### config.mk
export PLATFORM = sky130hd
export DESIGN_NAME = branch_predict_resolve
export DESIGN_NICKNAME = d
export VERILOG_FILES = /design/src/rtl/branch_pkg.sv /design/src/rtl/branch_compare.sv /design/src/rtl/branch_predict_resolve.sv
export SDC_FILE = /design/constraint.sdc
export NUM_CORES = 1
export LEC_CHECK = 0
export BUFFER_PORTS_ARGS = -buffer_cell sky130_fd_sc_hd__buf_2
export CAP_MARGIN = 10
export CORE_MARGIN = 5
export CORE_UTILIZATION = 60
export DETAILED_ROUTE_END_ITERATION = 8
export HOLD_SLACK_MARGIN = 0.03
export PLACE_DENSITY = 0.86
export SLEW_MARGIN = 20
export SYNTH_ARGS = -nofsm -noshare
export SYNTH_HDL_FRONTEND = slang
export SYNTH_SLANG_ARGS = --single-unit
### constraint.sdc
create_clock -name clk -period 16.9 [get_ports clk]
set_clock_uncertainty 0.2 [all_clocks]
set_input_delay 5.07 -clock clk [delete_from_list [all_inputs] [get_ports clk]]
set_output_delay 5.07 -clock clk [all_outputs]
set_load 0.005 [all_outputs]
### src/rtl/branch_pkg.sv
// Shared branch definitions: RV32I branch funct3 codes, BHT counter encoding and saturating helpers.
package branch_pkg;

    localparam logic [2:0] F3_BEQ  = 3'b000;
    localparam logic [2:0] F3_BNE  = 3'b001;
    localparam logic [2:0] F3_BLT  = 3'b100;
    localparam logic [2:0] F3_BGE  = 3'b101;
    localparam logic [2:0] F3_BLTU = 3'b110;
    localparam logic [2:0] F3_BGEU = 3'b111;

    typedef enum logic [1:0] {
        SNT = 2'b00,
        WNT = 2'b01,
        WT  = 2'b10,
        ST  = 2'b11
    } bht_ctr_t;

    function automatic bht_ctr_t sat_inc(input bht_ctr_t c);
        logic [1:0] v;
        v = c;
        return (c == ST) ? ST : bht_ctr_t'(v + 2'd1);
    endfunction

    function automatic bht_ctr_t sat_dec(input bht_ctr_t c);
        logic [1:0] v;
        v = c;
        return (c == SNT) ? SNT : bht_ctr_t'(v - 2'd1);
    endfunction

endpackage

### src/rtl/branch_compare.sv
// Combinational RV32I branch condition evaluation; legal flags the six defined funct3 codes.
module branch_compare
    import branch_pkg::*;
#(
    parameter int XLEN = 32
) (
    input  logic            branch,
    input  logic [2:0]      funct3,
    input  logic [XLEN-1:0] operand_a,
    input  logic [XLEN-1:0] operand_b,
    output logic            taken,
    output logic            legal
);

    logic signed [XLEN-1:0] sa;
    logic signed [XLEN-1:0] sb;
    logic                   cond;

    assign sa = operand_a;
    assign sb = operand_b;

    always_comb begin
        cond  = 1'b0;
        legal = 1'b1;
        case (funct3)
            F3_BEQ:  cond = (operand_a == operand_b);
            F3_BNE:  cond = (operand_a != operand_b);
            F3_BLT:  cond = (sa < sb);
            F3_BGE:  cond = !(sa < sb);
            F3_BLTU: cond = (operand_a < operand_b);
            F3_BGEU: cond = !(operand_a < operand_b);
            default: legal = 1'b0;
        endcase
        taken = branch & cond;
    end

endmodule

### src/rtl/branch_predict_resolve.sv
// BHT-based branch predictor with EX-side resolve, training and registered redirect.
// Optional BRANCH_STATS_EN adds resolve/mispredict event counters.
module branch_predict_resolve
    import branch_pkg::*;
#(
    parameter int XLEN        = 32,
    parameter int BHT_ENTRIES = 64
) (
    input  logic            clk,
    input  logic            rst_n,
    input  logic            if_valid,
    input  logic [XLEN-1:0] if_pc,
    output logic            if_pred_taken,
    input  logic            ex_valid,
    input  logic            ex_stall,
    input  logic            ex_branch,
    input  logic [2:0]      ex_funct3,
    input  logic [XLEN-1:0] ex_operand_a,
    input  logic [XLEN-1:0] ex_operand_b,
    input  logic [XLEN-1:0] ex_pc,
    input  logic [XLEN-1:0] ex_target,
    input  logic            ex_pred_taken,
    output logic            ex_taken,
`ifdef BRANCH_STATS_EN
    output logic [31:0]     stat_branches,
    output logic [31:0]     stat_mispredicts,
`endif
    output logic            mispredict,
    output logic [XLEN-1:0] redirect_pc
);

    localparam int IDX_W = $clog2(BHT_ENTRIES);

    bht_ctr_t        bht [BHT_ENTRIES];
    logic [IDX_W-1:0] if_idx;
    logic [IDX_W-1:0] ex_idx;
    logic [1:0]       if_ctr;
    logic             legal;
    logic             resolve;
    logic             mis_next;
    logic             unused_if_pc;

    assign if_idx        = if_pc[IDX_W+1:2];
    assign ex_idx        = ex_pc[IDX_W+1:2];
    assign if_ctr        = bht[if_idx];
    assign if_pred_taken = if_valid & if_ctr[1];
    assign unused_if_pc  = ^{if_pc[XLEN-1:IDX_W+2], if_pc[1:0]};

    branch_compare #(
        .XLEN (XLEN)
    ) u_compare (
        .branch    (ex_branch),
        .funct3    (ex_funct3),
        .operand_a (ex_operand_a),
        .operand_b (ex_operand_b),
        .taken     (ex_taken),
        .legal     (legal)
    );

    // While a redirect is pulsing, the instruction in EX is wrong-path and must be squashed.
    assign resolve  = ex_valid & ex_branch & ~ex_stall & ~mispredict & legal;
    assign mis_next = resolve & (ex_taken != ex_pred_taken);

    always_ff @(posedge clk or negedge rst_n) begin
        if (!rst_n) begin
            for (int i = 0; i < BHT_ENTRIES; i++) begin
                bht[i] <= WNT;
            end
        end else if (resolve) begin
            bht[ex_idx] <= ex_taken ? sat_inc(bht[ex_idx]) : sat_dec(bht[ex_idx]);
        end
    end

    always_ff @(posedge clk or negedge rst_n) begin
        if (!rst_n) begin
            mispredict  <= 1'b0;
            redirect_pc <= '0;
        end else begin
            mispredict <= mis_next;
            if (mis_next) begin
                redirect_pc <= ex_taken ? ex_target : ex_pc + XLEN'(4);
            end
        end
    end

`ifdef BRANCH_STATS_EN
    always_ff @(posedge clk or negedge rst_n) begin
        if (!rst_n) begin
            stat_branches    <= '0;
            stat_mispredicts <= '0;
        end else begin
            if (resolve) begin
                stat_branches <= stat_branches + 32'd1;
            end
            if (mispredict) begin
                stat_mispredicts <= stat_mispredicts + 32'd1;
            end
        end
    end
`endif

endmodule

# After elaboration in Yosys (flattened, before gate mapping)
# Index checks and enable logic that the tools add are counted.
dict set report word_totals {
  reg_bits 161
  word_cells 115
  mem_bits_rw 0
  latchBits 0
  input_bits 170
  output_inout_bits 35
  mem_count 0
  romBits 0
}
dict set report op_classes {
  reduce_logical 6
  mux 15
  n_div 0
  addsub 3
  n_eq_ne 9
  magnitude_cmp 5
  n_bitwise 11
  multipliers 0
  shifts 0
}
# operator n
set op_table {}
lappend op_table {{bitwise mux 128 bit} 1}
lappend op_table {{< comparator 32 bit} 2}
lappend op_table {{adder 32 x 3 -> 32 bit, second input constant} 1}
lappend op_table {{equality test 32 bit} 1}
lappend op_table {{two-way mux 32 bit} 1}
lappend op_table {{!= test 32 bit} 1}
lappend op_table {{binary-select mux 2 bit (select 6 bit)} 2}
lappend op_table {{two-way mux 2 bit} 8}
lappend op_table {{greater-or-equal comparator 7 bit, second input constant} 2}
lappend op_table {{NOT 6 -> 7 bit} 2}
lappend op_table {{demux 2 bit (select 6 bit)} 1}
lappend op_table {{equality test 3 bit, second input constant} 4}
lappend op_table {{AND 1 bit} 7}
lappend op_table {{< comparator 7 x 1 -> 1 bit, second input constant} 1}
lappend op_table {{one-hot mux 1 bit (6 select lines)} 1}
lappend op_table {{OR reduction 6 bit} 1}
lappend op_table {{equality test 3 x 1 -> 1 bit, second input constant} 1}
lappend op_table {{zero test 3 bit} 1}
lappend op_table {{adder 2 x 1 -> 2 bit, second input constant} 1}
lappend op_table {{equality test 2 bit, second input constant} 1}
lappend op_table {{zero test 1 bit} 2}
lappend op_table {{zero test 2 bit} 1}
lappend op_table {{NOT 1 bit} 2}
lappend op_table {{subtractor 2 x 1 -> 2 bit, second input constant} 1}
lappend op_table {{3 further kinds} 3}

# Depth between registers and ports, before layout
dict set report depth {
  word_depth 8
  mapped_depth 12
}

# By module
# From an unflattened synthesis, not the netlist that was laid out.
dict set report unflattened {
  cells_unflattened 1027
  area_unflattened_um2 10138.5
}
# module instances area_per_inst_um2 cells_each
set modules_own_cells {}
lappend modules_own_cells {branch_predict_resolve 1 9233.9 901}
lappend modules_own_cells {branch_compare 1 904.6 126}

# Least setup slack after synthesis
# OpenSTA, ideal clock, no wires.
dict set report synth_path {
  kind {input to output}
  from {in if_pc[2]}
  to {out if_pred_taken}
  arrival_ns 7.628
  slack_ns 4.002
  path_stages 6
  cell_sequence {clkbuf_1 -> buf_1 -> mux4_2 -> mux4_2 -> mux4_2 -> and2_1}
}
dict set report synth_between {
  elab_chain_len 5
}
# item line
set synth_rtl {}
lappend synth_rtl {{from (decl)} branch_predict_resolve.sv:12} ;# input logic [XLEN-1:0] if_pc,
lappend synth_rtl {{NOT 6 -> 7 bit (not written as such)} branch_predict_resolve.sv:45} ;# assign if_ctr = bht[if_idx];
lappend synth_rtl {{binary-select mux 2 bit (select 6 bit)} branch_predict_resolve.sv:45}
lappend synth_rtl {{two-way mux 2 bit (not written as such) (2 in a row)} branch_predict_resolve.sv:45}
lappend synth_rtl {{AND 1 bit} branch_predict_resolve.sv:46} ;# assign if_pred_taken = if_valid & if_ctr[1];
lappend synth_rtl {{to (decl)} branch_predict_resolve.sv:13} ;# output logic if_pred_taken,
# No other way between the ends. The select of a mux whose other input is x is not followed.

# Worst setup path in the final report
dict set report layout_path {
  from {in ex_operand_a[23]}
  to {out ex_taken}
}
dict set report layout_between {
  elab_chain_len 4
}
# item line
set layout_rtl {}
lappend layout_rtl {{from (decl)} branch_predict_resolve.sv:18} ;# input logic [XLEN-1:0] ex_operand_a,
lappend layout_rtl {{< comparator 32 bit, on equally long branches} -}
lappend layout_rtl {{zero test 1 bit, on equally long branches} {branch_compare.sv:31, branch_compare.sv:29}}
lappend layout_rtl {{one-hot mux 1 bit (6 select lines) (*)} branch_compare.sv:25} ;# case (funct3)
lappend layout_rtl {{AND 1 bit (*)} branch_compare.sv:34} ;# taken = branch & cond;
lappend layout_rtl {{to (decl)} branch_predict_resolve.sv:23} ;# output logic ex_taken,
# Every way passes the cells marked *; elsewhere a longest branch is shown, timed or not.

==> flow_summary.ini <==
[synthesis]
synth-edff-count = 0
yosysUniqueCellTypes = 60
syn_nets = 1193
synthCells = 990
ys.warnings.count = 0
synth_ff_type = dfrtp_1
ys_async_sr_fraction_pct = 100
synthesis.area_um2 = 9930
syn_avg_cell_area_um2 = 10.0
synth-seq-area-share_pct = 41.4
synth.ff_latch_count = 161

[worst_setup_path]
cp-end-kind = primary output
crit_fanout = 35
crit_required_ns = 11.63
startpoint_type = input port
critPathKind = input port to primary output
worst_ep_arrival_time_ns = 7.86

[hold_path]
hp-class = flip-flop to flip-flop

[clocking]
cts_tree = built
clk_pin_slew_ns = 0.07
numClockSinks = 161
cts_buffers = 17
cts_max_level = 4
worstSkewPairLatency_ns = 0.44
ctsHoldBuffers = 0
post_cts_buffers = 0
cts_resized = 0
cts-root-buf = clkbuf_16
clockBufferDepth = 2

[sta]
rsz0062_at_grt = no
fmax_mhz = 76.2
fin_setup_tns_ns = 0
worst_pin_slew_ns = 1.07
setup_violations = 0
fin_crit_ns = 13.13
maxSlewHeadroom_pct = 28.1
drv_slew = 0
setup_ws_ns = 3.77
period_share_pct = 77.7
hold_viol_final = 0

[final_layout]
drive_gt1_share_pct = 34.4
multi_input_area_um2 = 5390
final_cell_mix = nand2_1, buf_2, dfrtp_1
final_nets = 1347
regArea_um2 = 4110
area_growth_pct = 16.2
fin_area_um2 = 11500
utilization_pct = 70.3
layout_commonest_cell = nand2_1
fillerInstances = 1147

[power_and_ir_drop]
ir_drop_uv = 166
powerDensity_nw_per_um2 = 93.0
p_leak_nw = 5.14

[global_route]
grt_overflow = 0
grt_pass1_vias = 8445
track_usage_pct = 29.2
grt_max_degree = 95
grt_pass1_wl_mm = 45.1
antenna_found_initial = 2

[run]
cap_violations = 0

[detailed_routing]
ant_nets = 0
route.detailed.drc = 0
first_pass_iters = 6
vias_per_cell = 6.08
wl_per_cell_um = 20.5
drtIter0Drc = 961
num_vias = 8390
drt-total-wl_mm = 28.2

[outcome]
status = completed

[floorplan]
die_w_um = 139
coreArea_um2 = 16400
start_util_pct = 60.5
dieArea_um2 = 19200
fp-row-count = 47
die_h_um = 139
ios = 205

[placed_design]
port_buffers = 178
gp_congestion = 0.962
dp_hpwl_mm = 19.7
pre_cts_slack_ns = 3.82
placed_cell_area_um2 = 10900
## through the flow
step,power (W),cells,hold WS (ns)
finish,0.00107,1379,0.263
CTS,0.00107,1377,0.263
floorplan,0.000568,990,0.241
detailed placement,0.000655,1345,0.253
global route,0.00111,1379,0.278
global placement,0.000647,1345,0.248
## power breakdown
part           leakage [nW]  internal (W)  switching (W)
combinational          2.87      0.000105      0.0000997
clock                 0.318      0.000247       0.000174
sequential             1.95      0.000426      0.0000217
total                  5.14      0.000777       0.000295
## layout make-up
type,instances,area share [%]
clock buffer,18,3.90
antenna,2,0.0434
timing repair buffer,188,8.43
tap,220,2.39
clock inverter,14,1.66
multi-input combinational,737,46.7
sequential,161,35.6
inverter,39,1.27
## cells by family (layout without fill, tap and decap cells)
group	after synthesis	in the layout	share of synthesized area, %
xor gates and xnor gates	30	30	2.65
other	0	2	0
buffers and inverters	92	259	4.59
adders and majority gates	33	33	4.16
AOI/OAI and AO/OA	205	205	11.6
muxes	125	125	20.1
DFF	161	161	41.4
and+or+nand+nor	344	344	15.5
## synth_stat cells, types with 8 or more instances
master	n	area [um^2]
nand2_1	188	706
dfrtp_1	97	2430
o21ai_0	92	460
dfstp_2	64	1680
a21oi_1	57	285
nor2_1	57	214
mux2_4	56	841
inv_1	38	143
mux4_2	36	811
ha_1	33	413
mux2i_1	20	200
nand3_1	19	95.1
xnor2_1	18	158
and3_1	17	106
clkbuf_1	17	63.8
o21ai_1	14	70.1
buf_2	13	65.1
mux2_2	12	135
nand4_1	12	75.1
xor2_1	12	105
nor3_1	8	40.0
## flip-flops by register name (all words and copies together) (netlist names)
signal,cells
bht,128
redirect_pc,32
mispredict,1
## worst max-delay path, stage by stage
cell and delay (ns):
buf_2 0.10, ha_1 0.31, nand4_1 0.17, or4_1 0.59
or3_1 0.40, a21oi_1 0.26, o31a_2 0.18, buf_4 0.53
buf_2 0.23
## final timing paths
kind | from | to | slack [ns] | cells past startpoint
worst max-delay path | ex_operand_a[23] | ex_taken | 3.77 | 9
worst min-delay path | bht[52] | bht[52] | 0.26 | 2
worst max register to register | bht[48] | bht[57] | 13.26 | 9
worst min register to register | bht[52] | bht[52] | 0.26 | 2
max in group asynchronous | rst_n | bht[89] | 10.66 | 2
min in group asynchronous | rst_n | bht[49] | 4.50 | 1
## per-layer routing
metal | up-vias | part of all wire, % | GRT usage (%)
met4 | 0 | 4.7 | 12.4
met1 | 3975 | 37 | 35.9
li1 | 3816 | - | -
met5 | - | 0 | 0
met2 | 491 | 49 | 49.2
met3 | 108 | 9.6 | 7.62
Note: power is estimated with default switching activity, not from simulation.
